File: src/rtl/lcd_pkg.sv
// Shared definitions for the LCD power sequencer: state encodings and default
// panel timing constants, also used by the top level and lvds serializer setup.
package lcd_pkg;

   localparam int LCD_STATE_W = 3;

   typedef enum logic [LCD_STATE_W-1:0] {
      ST_OFF       = 3'd0,
      ST_VDD_UP    = 3'd1,
      ST_LVDS_UP   = 3'd2,
      ST_ON        = 3'd3,
      ST_BL_DOWN   = 3'd4,
      ST_LVDS_DOWN = 3'd5,
      ST_OFF_HOLD  = 3'd6
   } lcd_state_e;

   // Panel datasheet delays in system clock cycles.
   localparam int LCD_T_VDD_LVDS_DEF = 1_000_000;
   localparam int LCD_T_LVDS_BL_DEF  = 20_000_000;
   localparam int LCD_T_BL_LVDS_DEF  = 20_000_000;
   localparam int LCD_T_LVDS_VDD_DEF = 1_000_000;
   localparam int LCD_T_OFF_MIN_DEF  = 50_000_000;
   localparam int LCD_TW_DEF         = 26;
   localparam int LCD_PWM_DIV_DEF    = 256;

endpackage

File: src/rtl/lcd_bl_pwm.sv
// Backlight PWM: prescaled 8-bit free-running counter with a duty latch that
// only reloads on the 255->0 wrap, so duty changes never split a period.
module lcd_bl_pwm #(
   parameter int PWM_DIV = 256
) (
   input  logic       i_clk,
   input  logic       i_reset,
   input  logic [7:0] i_duty,
   output logic       o_pwm
);

   localparam int PW = (PWM_DIV > 1) ? $clog2(PWM_DIV) : 1;

   logic [PW-1:0] presc_q, presc_d;
   logic [7:0]    cnt_q, cnt_d;
   logic [7:0]    duty_q, duty_d;
   logic          tick;

   always_comb begin
      tick    = (presc_q == PW'(PWM_DIV - 1));
      presc_d = tick ? '0 : presc_q + PW'(1);
      cnt_d   = tick ? cnt_q + 8'd1 : cnt_q;
      duty_d  = (tick && (cnt_q == 8'hFF)) ? i_duty : duty_q;
   end

   always_ff @(posedge i_clk or posedge i_reset) begin
      if (i_reset) begin
         presc_q <= '0;
         cnt_q   <= '0;
         duty_q  <= '0;
      end else begin
         presc_q <= presc_d;
         cnt_q   <= cnt_d;
         duty_q  <= duty_d;
      end
   end

   assign o_pwm = (cnt_q < duty_q);

endmodule

File: src/rtl/lcd_power_seq.sv
// LVDS panel power sequencer: VDD -> LVDS -> backlight up, reverse on the way
// down, fault forces OFF_HOLD. Macro LCD_POWER_SEQ_BL_PWM_EN adds backlight PWM.
module lcd_power_seq
   import lcd_pkg::*;
#(
   parameter int T_VDD_LVDS = LCD_T_VDD_LVDS_DEF,
   parameter int T_LVDS_BL  = LCD_T_LVDS_BL_DEF,
   parameter int T_BL_LVDS  = LCD_T_BL_LVDS_DEF,
   parameter int T_LVDS_VDD = LCD_T_LVDS_VDD_DEF,
   parameter int T_OFF_MIN  = LCD_T_OFF_MIN_DEF,
   parameter int TW         = LCD_TW_DEF,
   parameter int PWM_DIV    = LCD_PWM_DIV_DEF
) (
   input  logic                   i_clk,
   input  logic                   i_reset,
   input  logic                   i_enable,
   input  logic                   i_frame_start,
   input  logic                   i_fault,
`ifdef LCD_POWER_SEQ_BL_PWM_EN
   input  logic [7:0]             i_bl_duty,
`endif
   output logic                   o_vdd_en,
   output logic                   o_lvds_en,
   output logic                   o_bl_en,
   output logic                   o_ready,
   output logic [LCD_STATE_W-1:0] o_state
);

   lcd_state_e    state_q, state_d;
   logic [TW-1:0] timer_q, timer_d;
   logic          expired;
   logic          vdd_q, lvds_q, on_q;

   // Fault wins over everything; enable drops only abort the rising phases.
   always_comb begin
      expired = (timer_q == '0);
      state_d = state_q;
      if (i_fault && (state_q != ST_OFF) && (state_q != ST_OFF_HOLD)) begin
         state_d = ST_OFF_HOLD;
      end else begin
         case (state_q)
            ST_OFF:       if (i_enable && !i_fault) state_d = ST_VDD_UP;
            ST_VDD_UP:    if (!i_enable) state_d = ST_OFF_HOLD;
                          else if (expired) state_d = ST_LVDS_UP;
            ST_LVDS_UP:   if (!i_enable) state_d = ST_LVDS_DOWN;
                          else if (expired && i_frame_start) state_d = ST_ON;
            ST_ON:        if (!i_enable) state_d = ST_BL_DOWN;
            ST_BL_DOWN:   if (expired) state_d = ST_LVDS_DOWN;
            ST_LVDS_DOWN: if (expired) state_d = ST_OFF_HOLD;
            ST_OFF_HOLD:  if (expired) state_d = ST_OFF;
            default:      state_d = ST_OFF_HOLD;
         endcase
      end
   end

   // Reload on any state change (including escape from the unused encoding).
   always_comb begin
      timer_d = timer_q;
      if (state_d != state_q) begin
         case (state_d)
            ST_VDD_UP:    timer_d = TW'(T_VDD_LVDS - 1);
            ST_LVDS_UP:   timer_d = TW'(T_LVDS_BL - 1);
            ST_BL_DOWN:   timer_d = TW'(T_BL_LVDS - 1);
            ST_LVDS_DOWN: timer_d = TW'(T_LVDS_VDD - 1);
            ST_OFF_HOLD:  timer_d = TW'(T_OFF_MIN - 1);
            default:      timer_d = '0;
         endcase
      end else if (!expired) begin
         timer_d = timer_q - TW'(1);
      end
   end

   always_ff @(posedge i_clk or posedge i_reset) begin
      if (i_reset) begin
         state_q <= ST_OFF;
         timer_q <= '0;
         vdd_q   <= 1'b0;
         lvds_q  <= 1'b0;
         on_q    <= 1'b0;
      end else begin
         state_q <= state_d;
         timer_q <= timer_d;
         vdd_q   <= (state_d == ST_VDD_UP) || (state_d == ST_LVDS_UP) ||
                    (state_d == ST_ON) || (state_d == ST_BL_DOWN) ||
                    (state_d == ST_LVDS_DOWN);
         lvds_q  <= (state_d == ST_LVDS_UP) || (state_d == ST_ON) ||
                    (state_d == ST_BL_DOWN);
         on_q    <= (state_d == ST_ON);
      end
   end

`ifdef LCD_POWER_SEQ_BL_PWM_EN
   logic pwm_on;

   lcd_bl_pwm #(
      .PWM_DIV (PWM_DIV)
   ) u_bl_pwm (
      .i_clk   (i_clk),
      .i_reset (i_reset),
      .i_duty  (i_bl_duty),
      .o_pwm   (pwm_on)
   );

   assign o_bl_en = on_q && pwm_on;
`else
   assign o_bl_en = on_q;
`endif

   assign o_vdd_en  = vdd_q;
   assign o_lvds_en = lvds_q;
   assign o_ready   = on_q;
   assign o_state   = state_q;

endmodule

File: config.mk
export PLATFORM = sky130hd
export DESIGN_NAME = lcd_power_seq
export DESIGN_NICKNAME = d
export VERILOG_FILES = /design/src/rtl/lcd_pkg.sv /design/src/rtl/lcd_bl_pwm.sv /design/src/rtl/lcd_power_seq.sv
export SDC_FILE = /design/constraint.sdc
export NUM_CORES = 1
export LEC_CHECK = 0
export CAP_MARGIN = 20
export CORE_ASPECT_RATIO = 1.1
export CORE_MARGIN = 10
export CORE_UTILIZATION = 65
export CTS_BUF_LIST = sky130_fd_sc_hd__clkbuf_8
export CTS_CLUSTER_DIAMETER = 60
export CTS_CLUSTER_SIZE = 28
export DETAILED_ROUTE_END_ITERATION = 7
export GPL_ROUTABILITY_DRIVEN = 0
export MAX_ROUTING_LAYER = met4
export PLACE_DENSITY = 0.92
export SYNTH_ARGS = -nofsm -noshare
export SYNTH_HDL_FRONTEND = slang
export SYNTH_SLANG_ARGS = --single-unit
File: constraint.sdc
create_clock -name i_clk -period 4.5 [get_ports i_clk]
set_input_delay 1.35 -clock i_clk [delete_from_list [all_inputs] [get_ports i_clk]]
set_output_delay 1.35 -clock i_clk [all_outputs]
set_load 0.005 [all_outputs]
==> metrics.cfg, run 1 <==
[run_status]
outcome = complete, no violations

[sta]
fin_skew_ns = 0.00411
min_period_over_period_pct = 81.8
max_freq_mhz = 272
setup_total_negative_slack_ns = 0
final.hold.worst_slack_ns = 0.606
min_period_ns = 3.68
hold_viol = 0
worst_slew_pin_slew_ns = 0.951
setup_viol = 0
finalMaxSlewViolations = 0
timing.slew.headroom_pct = 36.6
rsz0062_at_grt = no

[synth]
synth_flop_cell = dfrtp_1
synthAdderAreaFrac_pct = 0.556
synth_seq_cells = 32
netlist_top_cells_area = dfrtp_1 36%, nor2_1 6.3%, a21oi_1 5.1%, xor2_1 5.1%, nand2_1 3.0%
synth_simple_gate_area_share_pct = 27.3
ys_seq_area_share_pct = 35.6
synth_async_sr_flop_share_pct = 100
postSynthNetCount = 262
post_synth_xor_area_fraction_pct = 8.12
netlist_instances = 256
synth-edff-count = 0
yosys.area.top_type_share_pct = 35.6
synth_top_family_by_area = simple AND/OR/NAND/NOR gates
synth_top_cell_by_area = dfrtp_1
syn-mean-instance-area_um2 = 8.79
ys_warn_count = 0
yosys.cell_types.count = 65
synth.area.mux_share_pct = 0.445
synth_compound_area_share_pct = 22.8
netlist_area_um2 = 2250

[global_route]
grt_pass1_vias = 1857
grt_first_pass_wirelength_mm = 8.46
global_route.usage.total_pct = 16.9
grt_antenna_before_repair = 0
grt_overflow = 0
grt_max_degree = 33

[setup_path]
ff2ff_setup_slack_ns = 1.20
critical_path.startpoint = i_fault
regToRegStartpoint = timer_q[0]
r2r_end = timer_q[0]
worst-r2r-cell-count = 8
arrival_ns = 3.90
timing.setup.critical_path_class = in2reg
crit_start_category = input port
kind_of_end_point_of_the_critical_path = register
worstPathRequired_ns = 4.71
cp_max_fo = 27

[hold_path]
min_to = timer_q[1]
holdCritStartpoint = timer_q[1]
min_path_type = reg2reg
worstHoldPathCells = 2

[cts]
numCtsBuffers = 5
htreeDepth = 2
tritoncts = done
cts.sinks = 32
clock_tree_root = clkbuf_8
cts_repair_resize_count = 0
clk_latency_ns = 0.29
clock_tree.buffer_depth = 2
cts.hold.buffers_added = 0
postCtsSetupRepairBufs = 0
clk_pin_slew_worst_paths_ns = 0.06

[placed_design]
dp.cells = 304
detailed_place_hpwl_mm = 3.45
detailed_place.area_um2 = 2360
port_buffer_count = 11

[floorplan]
design.die.area_um2 = 6220
pin_count = 12
fp.dieW_um = 76.1
floorplan.die.height_um = 81.7
num_rows = 22
core_area_um2 = 3330
start_util_pct = 67.5

[finish]
layout.cells.most_common = nor2_1
finish.utilization_pct = 73.6
antenna_cells = 0
drive_gt1_share_pct = 12.9
layout.nets = 269
post-route-cell-area_um2 = 2450
commonest_non_fill_non_tap_cells_in_the_layout = 38 x nor2_1, 32 x dfrtp_1, 23 x a21oi_1, 18 x nand2_1, 13 x xor2_1
finalNonFillerCells = 312
area_delta_synth_final_pct = 8.90

[drt]
drt_first_pass_iters = 4
avg_wl_per_cell_um = 15.9
avgViaCountPerCell = 6.35
first_iter_violations = 240
route.detailed.drc = 0
routed_wirelength_mm = 4.95
number_of_vias_in_the_routed_layout = 1980
antenna_left = 0

[flow_run]
max_cap_viol_count = 0

[power_and_ir_drop]
p_per_area_nw_per_um2 = 506
p_leak_nw = 0.974
max-vdd-ir-drop_mv = 0.282

-- critical path, stage by stage --
cell and delay, ns:
clkdlybuf4s50_1 0.62, o21ai_0 0.16, a211oi_2 0.39, a31oi_1 0.08, o21ai_0 0.15, and4bb_1 0.85
a2111oi_1 0.13, a21oi_1 0.15
-- metal layers --
| layer | share of wire, % | up-vias | track usage, % | routed length, um |
|---|---|---|---|---|
| met4 | 2.4 | 0 | 7.99 | 121 |
| met2 | 48 | 61 | 28.1 | 2350 |
| met3 | 6.0 | 11 | 3.49 | 299 |
| met5 | 0 | - | - | 0 |
| li1 | - | 944 | - | - |
| met1 | 44 | 964 | 19.5 | 2180 |
-- power by group --
part / internal, mW / leakage [nW] / total [mW] / switching (mW)
Sequential: 0.404 / 0.373 / 0.559 / 0.155
Clock: 0.122 / 0.0486 / 0.234 / 0.112
Combinational: 0.216 / 0.552 / 0.448 / 0.232
-- cell families (layout without fill, tap and decap cells) --
logic type      count (synthesis)  in the layout
xor+xnor                       20             20
fa+ha+maj                       1              1
buf+inv                        22             30
compound gates                 71             71
flops                          32             32
simple gates                  109            109
mux                             1              1
-- flip-flops by register name, indices dropped and copies added, names as in the netlist --
| register | count |
|---|---|
| o_lvds_en | 1 |
| o_state | 3 |
| timer_q | 26 |
| o_vdd_en | 1 |
| o_bl_en | 1 |
-- final cells by class --
cell class,count,area [um^2]
multi-input cells,202,1330
fillers,242,881
flip-flops and latches,32,801
repair buffers,14,133
clock buffers,6,82.6
well taps,48,60.1
inverters,8,30.0
clock inverters,2,11.3
-- synth_stat cells (6+ instances only) --
cell	number
a211oi_1	7
a21oi_1	23
buf_2	8
dfrtp_1	32
inv_1	7
nand2_1	18
nor2_1	38
nor3_1	7
nor4_1	6
o21ai_0	7
or3_1	7
xnor2_1	6
xor2_1	13
-- per-stage QoR --
step / total power, mW / worst slack (ns)
3_3_place_gp: 0.982 / 0.590
5_1_grt: 1.33 / 0.492
4_1_cts: 1.24 / 0.857
2_1_floorplan: 0.886 / 1.32
6_report: 1.24 / 0.817
3_5_place_dp: 1.00 / 0.564
-- worst max path at each step --
stage,to,slack [ns],depth (start not counted)
finish,timer_q[0],0.82,8
global route,timer_q[0],0.49,7
CTS,timer_q[1],0.86,8
detailed placement,timer_q[1],0.56,7
global placement,timer_q[1],0.59,7
floorplan,timer_q[0],1.32,10
No activity file was read; power rests on OpenSTA's default activity.
==> run 2, diff against run 1 <==
--- a/config.mk
+++ b/config.mk
@@ -8,14 +8,14 @@
 export CAP_MARGIN = 20
 export CORE_ASPECT_RATIO = 1.1
 export CORE_MARGIN = 10
-export CORE_UTILIZATION = 65
+export CORE_UTILIZATION = 62
 export CTS_BUF_LIST = sky130_fd_sc_hd__clkbuf_8
 export CTS_CLUSTER_DIAMETER = 60
 export CTS_CLUSTER_SIZE = 28
 export DETAILED_ROUTE_END_ITERATION = 7
 export GPL_ROUTABILITY_DRIVEN = 0
 export MAX_ROUTING_LAYER = met4
-export PLACE_DENSITY = 0.92
+export PLACE_DENSITY = 0.88
 export SYNTH_ARGS = -nofsm -noshare
 export SYNTH_HDL_FRONTEND = slang
 export SYNTH_SLANG_ARGS = --single-unit
==> constraint.sdc (replaced) <==
create_clock -name i_clk -period 3.5 [get_ports i_clk]
set_input_delay 1.05 -clock i_clk [delete_from_list [all_inputs] [get_ports i_clk]]
set_output_delay 1.05 -clock i_clk [all_outputs]
set_load 0.005 [all_outputs]
==> run 2 against run 1 <==
Net effect: register-to-register slack got worse by 0.70 ns; combinational power rose by 32%; die area increased by 3.6%; sequential cell count is the same; clock skew increased by 0.0032 ns; count of clock-buffer cells in the layout shrank 1; clock power up 53%; critical path type unchanged; critical endpoint is now timer_q[1].
==> metrics.cfg, run 2 (synthesis gave the netlist of run 1 again) <==
[drt]
avg_wl_per_cell_um = 16.8  ; +6.0%
antenna_left = 0  ; unchanged
drt_first_pass_iters = 5  ; +1
route.detailed.drc = 0  ; unchanged
number_of_vias_in_the_routed_layout = 2052  ; +3.6%
avgViaCountPerCell = 6.39  ; +0.73%
routed_wirelength_mm = 5.39  ; +9.0%
first_iter_violations = 237  ; -1.3%

[sta]
setup_viol = 0  ; unchanged
finalMaxSlewViolations = 0  ; unchanged
setup_total_negative_slack_ns = 0  ; unchanged
worst_slew_pin_slew_ns = 0.612  ; -0.339 ns
fin_skew_ns = 0.00731  ; +0.00320 ns
hold_viol = 0  ; unchanged
max_freq_mhz = 313
min_period_ns = 3.19
timing.slew.headroom_pct = 59.1  ; +22 points
min_period_over_period_pct = 91.2
rsz0062_at_grt = no

[finish]
commonest_non_fill_non_tap_cells_in_the_layout = 38 x nor2_1, 32 x dfrtp_1, 23 x a21oi_1, 18 x nand2_1, 13 x xor2_1
area_delta_synth_final_pct = 12.7
layout.cells.most_common = nor2_1
largest_register_ffs = 26  ; unchanged
largest-register = timer_q
antenna_cells = 0  ; unchanged
drive_gt1_share_pct = 16.1  ; +3.2 points
layout.nets = 278  ; +3.3%
nFillCells = 254  ; +5.0%

[floorplan]
fp.dieW_um = 77.4  ; +1.8%
floorplan.die.height_um = 83.2  ; +1.8%
start_util_pct = 65.9  ; -1.6 points
core_area_um2 = 3410  ; +2.5%
num_rows = 22  ; unchanged
design.die.area_um2 = 6440  ; +3.6%
pin_count = 12  ; unchanged

[cts]
cts_repair_resize_count = 0  ; unchanged
clock_tree_root = clkbuf_8
cts.hold.buffers_added = 0  ; unchanged
clock_tree.buffer_depth = 2  ; unchanged
clk_latency_ns = 0.29  ; about the same
cts.sinks = 32  ; unchanged
postCtsSetupRepairBufs = 0  ; unchanged
htreeDepth = 2  ; unchanged
tritoncts = done
numCtsBuffers = 5  ; unchanged
clk_pin_slew_worst_paths_ns = 0.07  ; about the same

[global_route]
global_route.usage.total_pct = 17.4  ; +0.45 points
grt_max_degree = 33  ; unchanged
grt_first_pass_wirelength_mm = 9.14  ; +8.0%
grt_pass1_vias = 1889  ; +1.7%
grt_overflow = 0  ; unchanged
grt_antenna_before_repair = 0  ; unchanged

[power_and_ir_drop]
max-vdd-ir-drop_mv = 0.603  ; +110%
total_power_mw = 1.67  ; +34%
p_leak_nw = 1.02  ; +5.1%
p_per_area_nw_per_um2 = 658  ; +30%

[setup_path]
path_buf_inv = 1  ; unchanged
timing.critical_path.max_delay_family = simple AND/OR/NAND/NOR gates
worstPathRequired_ns = 3.71  ; -1.00 ns
timing.setup.critical_path_class = in2reg
critical-path-slowest-cell = or4_1
path_cells = clkdlybuf4s50_1 > or4_1 > a311o_1 > a21oi_4 > and3_1 > a2111oi_1 > a21oi_1
crit_start_category = input port
critical_path.max_stage_delay_ns = 0.58  ; -0.27 ns
arrival_ns = 3.40  ; -0.50 ns
kind_of_end_point_of_the_critical_path = register
cp_max_fo = 8  ; -70%

[placed_design]
port_buffer_count = 11  ; unchanged
detailed_place_hpwl_mm = 3.89  ; +13%

[run_status]
outcome = complete, no violations

[flow_run]
max_cap_viol_count = 0  ; unchanged

[hold_path]
min_path_type = reg2reg

run 2: cell count changes in the layout (fill, tap and decap cells not counted):
cell	previous run	this run
bufinv_16	0	1
buf_4	3	12
clkbuf_8	6	5
inv_1	8	7
clkinv_2	0	1
run 2: where the power goes:
| group | internal, mW | total (mW) | leakage [nW] | switching, mW |
|---|---|---|---|---|
| clock | 0.210 | 0.357 | 0.0541 | 0.146 |
| combinational | 0.284 | 0.591 | 0.597 | 0.306 |
| sequential | 0.519 | 0.722 | 0.373 | 0.202 |
run 2: area by class of cell:
class / count / area, um^2 / share of cell area (%)
Multi-Input combinational cell: 202 / 1330 / 52.6
Sequential cell: 32 / 801 / 31.6
Timing Repair Buffer: 23 / 200 / 7.90
Clock buffer: 5 / 68.8 / 2.71
Tap cell: 48 / 60.1 / 2.37
Clock inverter: 3 / 42.5 / 1.68
Inverter: 8 / 30.0 / 1.18
run 2: worst paths after layout:
| check | startpoint | end | slack, ns | cells after the start |
|---|---|---|---|---|
| min in group asynchronous | i_reset | o_state[1] | 1.17 | 3 |
| hold / removal | timer_q[0] | timer_q[0] | 0.63 | 2 |
| hold reg to reg | timer_q[0] | timer_q[0] | 0.63 | 2 |
| setup reg to reg | timer_q[0] | timer_q[0] | 0.50 | 8 |
| max in group asynchronous | i_reset | timer_q[1] | 2.03 | 3 |
| setup / recovery | i_enable | timer_q[1] | 0.31 | 7 |
run 2: metrics by stage:
| step | utilization [%] | worst slack [ns] | hold slack, ns | instances | instance area, um^2 |
|---|---|---|---|---|---|
| floorplan | - | 0.615 | 0.547 | 256 | 2250 |
| global placement | 71.0 | 0.122 | 0.572 | 313 | 2420 |
| detailed placement | 71.0 | 0.0573 | 0.609 | 313 | 2420 |
| CTS | 74.3 | 0.355 | 0.620 | 321 | 2530 |
| global route | 74.3 | 0.151 | 0.675 | 321 | 2530 |
| finish | 74.3 | 0.309 | 0.630 | 321 | 2530 |
run 2: layer usage:
layer,vias to the layer above,routed length [um],share of wire (%),track usage [%]
li1,968,-,-,-
met1,980,2260,42,20.8
met2,92,2620,49,27.2
met3,12,413,7.7,4.42
met4,0,105,1.9,7.26
met5,-,0,0,-
run 2: worst min-delay path, delay by kind of cell (launching register included):
family                 cells  cell delay (ns)
DFF                        1             0.37
AOI/OAI and AO/OA          1             0.13
buffers and inverters      1             0.09
